`src/rtl/ins_assembler_if.sv`:
```
// Bus between a field-bundle producer, ins_assembler and the word consumer.
// Handshake: a transfer occurs on a rising edge where valid && ready. A source
// keeps valid and its payload steady until it transfers. Ready never looks at valid.
interface ins_assembler_if;
    logic        in_valid;
    logic        in_ready;
    logic [1:0]  fmt;
    logic [5:0]  opcode;
    logic [4:0]  rs;
    logic [4:0]  rt;
    logic [4:0]  rd;
    logic [4:0]  shamt;
    logic [5:0]  funct;
    logic [15:0] immediate;
    logic [25:0] address;
    logic        load_base;
    logic [31:0] base_addr;
    logic        out_valid;
    logic        out_ready;
    logic [31:0] instruction;
    logic [31:0] p_count;
    logic        err;
    logic        full;

    modport master (
        output in_valid, fmt, opcode, rs, rt, rd, shamt, funct, immediate,
               address, load_base, base_addr, out_ready,
        input  in_ready, out_valid, instruction, p_count, err, full
    );

    modport slave (
        input  in_valid, fmt, opcode, rs, rt, rd, shamt, funct, immediate,
               address, load_base, base_addr, out_ready,
        output in_ready, out_valid, instruction, p_count, err, full
    );
endinterface

```
`src/rtl/ins_assembler.sv`:
```
// Encodes R/I/J field bundles into 32-bit words. Each word is tagged with its
// byte address. A one-entry output register holds the word until it is taken.
module ins_assembler #(
    parameter int          MAX_WORDS  = 1024,
    parameter logic [31:0] RESET_BASE = 32'h0000_0000
) (
    input  logic           clk,
    input  logic           rst_n,
    ins_assembler_if.slave bus,
    output logic           dbg_hold
);
    localparam int CW = $clog2(MAX_WORDS + 1);

    typedef enum logic {EMPTY = 1'b0, HOLD = 1'b1} state_t;

    state_t        state;
    state_t        state_nxt;
    logic          ready_en;
    logic [31:0]   word_q;
    logic [31:0]   pc_q;
    logic [31:0]   pc_next;
    logic [CW-1:0] count;
    logic          err_q;
    logic          legal;
    logic [31:0]   word;
    logic          full_w;
    logic          take;
    logic          accept;
    logic          emit;

    assign full_w   = (count == CW'(MAX_WORDS));
    assign take     = (state == HOLD) && bus.out_ready;
    assign bus.in_ready = ready_en && !bus.load_base && !full_w &&
                          ((state == EMPTY) || bus.out_ready);
    assign accept   = bus.in_valid && bus.in_ready;
    assign emit     = accept && legal;

    assign bus.out_valid   = (state == HOLD);
    assign bus.instruction = word_q;
    assign bus.p_count     = pc_q;
    assign bus.err         = err_q;
    assign bus.full        = full_w;
    assign dbg_hold        = (state == HOLD);

    // Opcodes 2 and 3 (6'b00001x) belong to J; I takes every other non-zero opcode.
    always_comb begin
        legal = 1'b0;
        word  = 32'h0000_0000;
        case (bus.fmt)
            2'd0: begin
                legal = (bus.opcode == 6'h00);
                word  = {6'h00, bus.rs, bus.rt, bus.rd, bus.shamt, bus.funct};
            end
            2'd1: begin
                legal = (bus.opcode != 6'h00) && (bus.opcode[5:1] != 5'b00001);
                word  = {bus.opcode, bus.rs, bus.rt, bus.immediate};
            end
            2'd2: begin
                legal = (bus.opcode[5:1] == 5'b00001);
                word  = {bus.opcode, bus.address};
            end
            default: begin
                legal = 1'b0;
                word  = 32'h0000_0000;
            end
        endcase
    end

    always_comb begin
        state_nxt = state;
        case (state)
            EMPTY:   if (emit) state_nxt = HOLD;
            HOLD:    if (take && !emit) state_nxt = EMPTY;
            default: state_nxt = EMPTY;
        endcase
    end

    always_ff @(posedge clk or negedge rst_n) begin
        if (!rst_n) begin
            state <= EMPTY;
        end else begin
            state <= state_nxt;
        end
    end

    // pc_next is the address the next accepted word gets; pc_q is the presented one.
    always_ff @(posedge clk or negedge rst_n) begin
        if (!rst_n) begin
            ready_en <= 1'b0;
            word_q   <= 32'h0000_0000;
            pc_q     <= RESET_BASE;
            pc_next  <= RESET_BASE;
            count    <= '0;
            err_q    <= 1'b0;
        end else begin
            ready_en <= 1'b1;
            if (bus.load_base) begin
                pc_next <= bus.base_addr;
                count   <= '0;
                err_q   <= 1'b0;
                if (state == EMPTY) pc_q <= bus.base_addr;
            end else if (accept) begin
                if (legal) begin
                    word_q  <= word;
                    pc_q    <= pc_next;
                    pc_next <= pc_next + 32'd4;
                    count   <= count + CW'(1);
                end else begin
                    err_q <= 1'b1;
                end
            end
        end
    end
endmodule

```
`src/flat_wrapper.sv`:
```
// flat-port wrapper written by rule: the top's interface ports become plain ports
module ins_assembler_flat 
#(
    parameter int          MAX_WORDS  = 1024,
    parameter logic [31:0] RESET_BASE = 32'h0000_0000
)
  (clk, rst_n, dbg_hold, bus_in_valid, bus_fmt, bus_opcode, bus_rs, bus_rt, bus_rd, bus_shamt, bus_funct, bus_immediate, bus_address, bus_load_base, bus_base_addr, bus_out_ready, bus_in_ready, bus_out_valid, bus_instruction, bus_p_count, bus_err, bus_full);
  ins_assembler_if bus_i ();
  input  logic clk;
  input  logic rst_n;
  output logic dbg_hold;
  input wire logic [$bits(bus_i.in_valid)-1:0] bus_in_valid;
  input wire logic [$bits(bus_i.fmt)-1:0] bus_fmt;
  input wire logic [$bits(bus_i.opcode)-1:0] bus_opcode;
  input wire logic [$bits(bus_i.rs)-1:0] bus_rs;
  input wire logic [$bits(bus_i.rt)-1:0] bus_rt;
  input wire logic [$bits(bus_i.rd)-1:0] bus_rd;
  input wire logic [$bits(bus_i.shamt)-1:0] bus_shamt;
  input wire logic [$bits(bus_i.funct)-1:0] bus_funct;
  input wire logic [$bits(bus_i.immediate)-1:0] bus_immediate;
  input wire logic [$bits(bus_i.address)-1:0] bus_address;
  input wire logic [$bits(bus_i.load_base)-1:0] bus_load_base;
  input wire logic [$bits(bus_i.base_addr)-1:0] bus_base_addr;
  input wire logic [$bits(bus_i.out_ready)-1:0] bus_out_ready;
  output wire logic [$bits(bus_i.in_ready)-1:0] bus_in_ready;
  output wire logic [$bits(bus_i.out_valid)-1:0] bus_out_valid;
  output wire logic [$bits(bus_i.instruction)-1:0] bus_instruction;
  output wire logic [$bits(bus_i.p_count)-1:0] bus_p_count;
  output wire logic [$bits(bus_i.err)-1:0] bus_err;
  output wire logic [$bits(bus_i.full)-1:0] bus_full;
  assign bus_i.in_valid = bus_in_valid;
  assign bus_i.fmt = bus_fmt;
  assign bus_i.opcode = bus_opcode;
  assign bus_i.rs = bus_rs;
  assign bus_i.rt = bus_rt;
  assign bus_i.rd = bus_rd;
  assign bus_i.shamt = bus_shamt;
  assign bus_i.funct = bus_funct;
  assign bus_i.immediate = bus_immediate;
  assign bus_i.address = bus_address;
  assign bus_i.load_base = bus_load_base;
  assign bus_i.base_addr = bus_base_addr;
  assign bus_i.out_ready = bus_out_ready;
  assign bus_in_ready = bus_i.in_ready;
  assign bus_out_valid = bus_i.out_valid;
  assign bus_instruction = bus_i.instruction;
  assign bus_p_count = bus_i.p_count;
  assign bus_err = bus_i.err;
  assign bus_full = bus_i.full;
  ins_assembler #(.MAX_WORDS(MAX_WORDS), .RESET_BASE(RESET_BASE)) u_core (.clk(clk), .rst_n(rst_n), .bus(bus_i), .dbg_hold(dbg_hold));
endmodule
```
`config.mk`:
```
export PLATFORM = sky130hd
export DESIGN_NAME = ins_assembler_flat
export DESIGN_NICKNAME = d
export VERILOG_FILES = /design/src/rtl/ins_assembler_if.sv /design/src/rtl/ins_assembler.sv /design/src/flat_wrapper.sv
export SDC_FILE = /design/constraint.sdc
export NUM_CORES = 1
export LEC_CHECK = 0
export CORE_MARGIN = 2
export CORE_UTILIZATION = 36
export DETAILED_ROUTE_END_ITERATION = 10
export MAX_ROUTING_LAYER = met4
export SETUP_SLACK_MARGIN = 0.3
export SLEW_MARGIN = 20
export SYNTH_ARGS = -nofsm -noshare
export SYNTH_HDL_FRONTEND = slang
export SYNTH_SLANG_ARGS = --single-unit
```
`constraint.sdc`:
```
create_clock -name clk -period 4 [get_ports clk]
set_clock_uncertainty 0.1 [all_clocks]
set_input_delay 0.8 -clock clk [delete_from_list [all_inputs] [get_ports clk]]
set_output_delay 0.8 -clock clk [all_outputs]
set_load 0.03 [all_outputs]
```
==> impl_metrics.json <==
{
  "status": "completed",
  "vdd_drop_max_uv": 186,
  "nets": 889,
  "r2r-end": "u_core.bus.p_count[13]",
  "gp_congestion": 0.937,
  "async_flop_share_pct": 100,
  "min_path_type": "reg -> reg",
  "grt_usage_pct": 19.7,
  "reg2regPathDepth": 7,
  "crit_start": "bus_opcode[3]",
  "finalHoldViolCount": 0,
  "core_area_mm2": 0.0158,
  "avgRoutedWirePerCell_um": 16.1,
  "num_vias": 5189,
  "totalWireLength_mm": 16.0,
  "area_growth_syn_to_layout_pct": 39.9,
  "clock-sinks": 110,
  "fin_crit_sh_pct": 81.1,
  "cts_root_buf": "clkbuf_16",
  "r2r_start": "u_core.count[3]",
  "synth_area_mm2": 0.00581,
  "ys.flop_type": "dfrtp_1",
  "end_kind": "flop",
  "num-fill-cells": 1440,
  "path_clk_slew_ps": 70,
  "clock_latency_ps": 340,
  "floorplan.initialDensity_pct": 36.7,
  "grt_pass1_vias": 5139,
  "yosysTopAreaCell": "dfrtp_1",
  "p_per_area_mw_per_mm2": 396,
  "setup-tns-final_ps": 0,
  "final_max_slew_viol_count": 0,
  "worst_slew_pin_slew_ps": 844,
  "drcViolationCount": 0,
  "fmax_ghz": 0.308,
  "final-setup-viol-count": 0,
  "holdPathStages": 2,
  "design_power_total_uw": 3220,
  "portBuffers": 181,
  "synth.top_cell.area_share_pct": 47.4,
  "dieArea_mm2": 0.0172,
  "ioPinCount": 182,
  "fin_crit_ps": 3240,
  "diodes": 0,
  "grt-ovfl-total": 0,
  "arrival_ps": 3370,
  "yosysMostFrequentCell": "dfrtp_1",
  "synth_common_cells": "dfrtp_1 (110), nand2_1 (73), nor2_1 (49)",
  "grt_start_max_net_pins": 64,
  "drive_gt1_share_pct": 11.1,
  "syn_nets": 725,
  "cts_buffers": 9,
  "min-delay-start": "u_core.bus.instruction[27]",
  "ys_types": 53,
  "fin_util_pct": 51.4,
  "reg2reg_slack_ps": 1400,
  "rows": 46,
  "die_w_um": 131,
  "cp.required_ps": 4130,
  "post_cts_resized": 0,
  "hold_path_end": "u_core.bus.instruction[27]",
  "timing.final.ws_setup_ps": 756,
  "dp_slack_ps": 343,
  "synthTopCellsByArea": "dfrtp_1 (47%), mux2_2 (8.7%), nand2_1 (4.7%)",
  "drtIter0Drc": 289,
  "post_cts_buffers": 0,
  "firstDrtPassIters": 4,
  "postCtsHoldBufs": 0,
  "maxCapViolations": 0,
  "hpwl_mm": 11.9,
  "ys_seq_elements": 110,
  "antenna_left": 0,
  "relSlewSlack_pct": 43.7,
  "cts_max_level": 3,
  "ys_warn_count": 0,
  "crit_type": "in -> reg",
  "grt_pass1_wl_mm": 25.8,
  "cts_tree": "done",
  "synth_edf_count": 0,
  "synthCells": 609,
  "p_leak_uw": 0.00327,
  "synth.yosys.seq_area_share_pct": 47.4,
  "crit_fanout": 36,
  "cp-start-kind": "primary input",
  "clock_path_buffers": 2,
  "via_per_inst": 5.22,
  "antenna_found_initial": 0,
  "rsz0062_at_grt": "false",
  "die_h_um": 131,
  "avgSynthCellArea_um2": 9.54
}
kinds of logic (layout without fill, tap and decap cells):
kind of cell / count (synthesis) / count (layout) / synth area share [%]
AOI/OAI and AO/OA: 138 / 138 / 15.1
adders and majority gates: 3 / 3 / 0.646
buffers and inverters: 56 / 225 / 4.48
DFF: 110 / 110 / 47.4
muxes: 66 / 66 / 12.4
other: 1 / 1 / 0.0645
and+or+nand+nor: 235 / 235 / 20.0
report_power, final:
part	switching (uW)	internal, uW	total (uW)
Clock	431	497	928
Sequential	104	1260	1360
Combinational	496	435	931
cell usage in the layout (no fill, tap or decap), types with 2 or more instances in the layout:
cell and n:
mux2_2 45, o31ai_1 14, nand3b_1 2, clkbuf_16 9
nand2b_1 2, mux2i_1 19, dfrtp_1 110, buf_4 13
or2_2 2, o311ai_0 3, nand3_1 27, or4_4 2
clkdlybuf4s50_1 179, a211oi_1 4, nor2b_1 17, nor3_1 13
ha_1 3, a31oi_1 14, o31a_1 3, nor2_1 49
nand4_1 8, and3_1 4, o211ai_1 5, nor4_1 7
mux2_1 2, inv_1 14, inv_6 2, a21o_1 3
and4_1 2, or3_1 8, a21oi_1 36, o21ai_0 41
nand2_1 73, clkinv_4 2, or4_1 18
worst max-delay path by stage:
| stage | end | slack (ps) |
|---|---|---|
| global placement | u_core.bus.p_count[24] | 400 |
| finish | u_core.bus.p_count[13] | 760 |
| floorplan | u_core.count[10] | 1320 |
| CTS | u_core.bus.p_count[24] | 710 |
| detailed placement | u_core.bus.p_count[24] | 340 |
| global route | u_core.bus.p_count[10] | 620 |
flip-flops by register name, summed over array words and instances, names as in the netlist:
register                flops
u_core.bus.instruction     32
u_core.pc_next             32
u_core.bus.err              1
u_core.count               11
u_core.bus.p_count         32
u_core.bus.out_valid        1
u_core.ready_en             1
layer usage:
layer | global-route usage [%] | share of wire (%)
met1 | 24.0 | 43
met2 | 32.1 | 47
met3 | 6.27 | 8.2
met4 | 4.44 | 1.3
met5 | - | 0
cell type report:
type | instances | area [um2] | share of cell area (%)
clock buffer | 9 | 225 | 2.77
clock inverter | 7 | 81.3 | 1.00
inverter | 14 | 52.6 | 0.646
multi-input combinational | 443 | 2810 | 34.5
sequential | 110 | 2750 | 33.9
tap | 216 | 270 | 3.32
timing repair buffer | 195 | 1940 | 23.9
critical path, stage by stage:
cell and delay [ps]:
clkdlybuf4s50_1 420, or4_4 580, o21a_1 260, o211ai_4 190
buf_4 350, o21ai_4 260, buf_16 230, mux2_2 280
per-stage QoR:
step / hold WS, ps / area [um2] / instances
3_5_place_dp: 356 / 7790 / 977
2_1_floorplan: 364 / 5810 / 609
3_3_place_gp: 354 / 7790 / 977
6_report: 366 / 8130 / 994
5_1_grt: 407 / 8130 / 994
4_1_cts: 373 / 8100 / 993
Note: power is estimated with default switching activity, not from simulation.
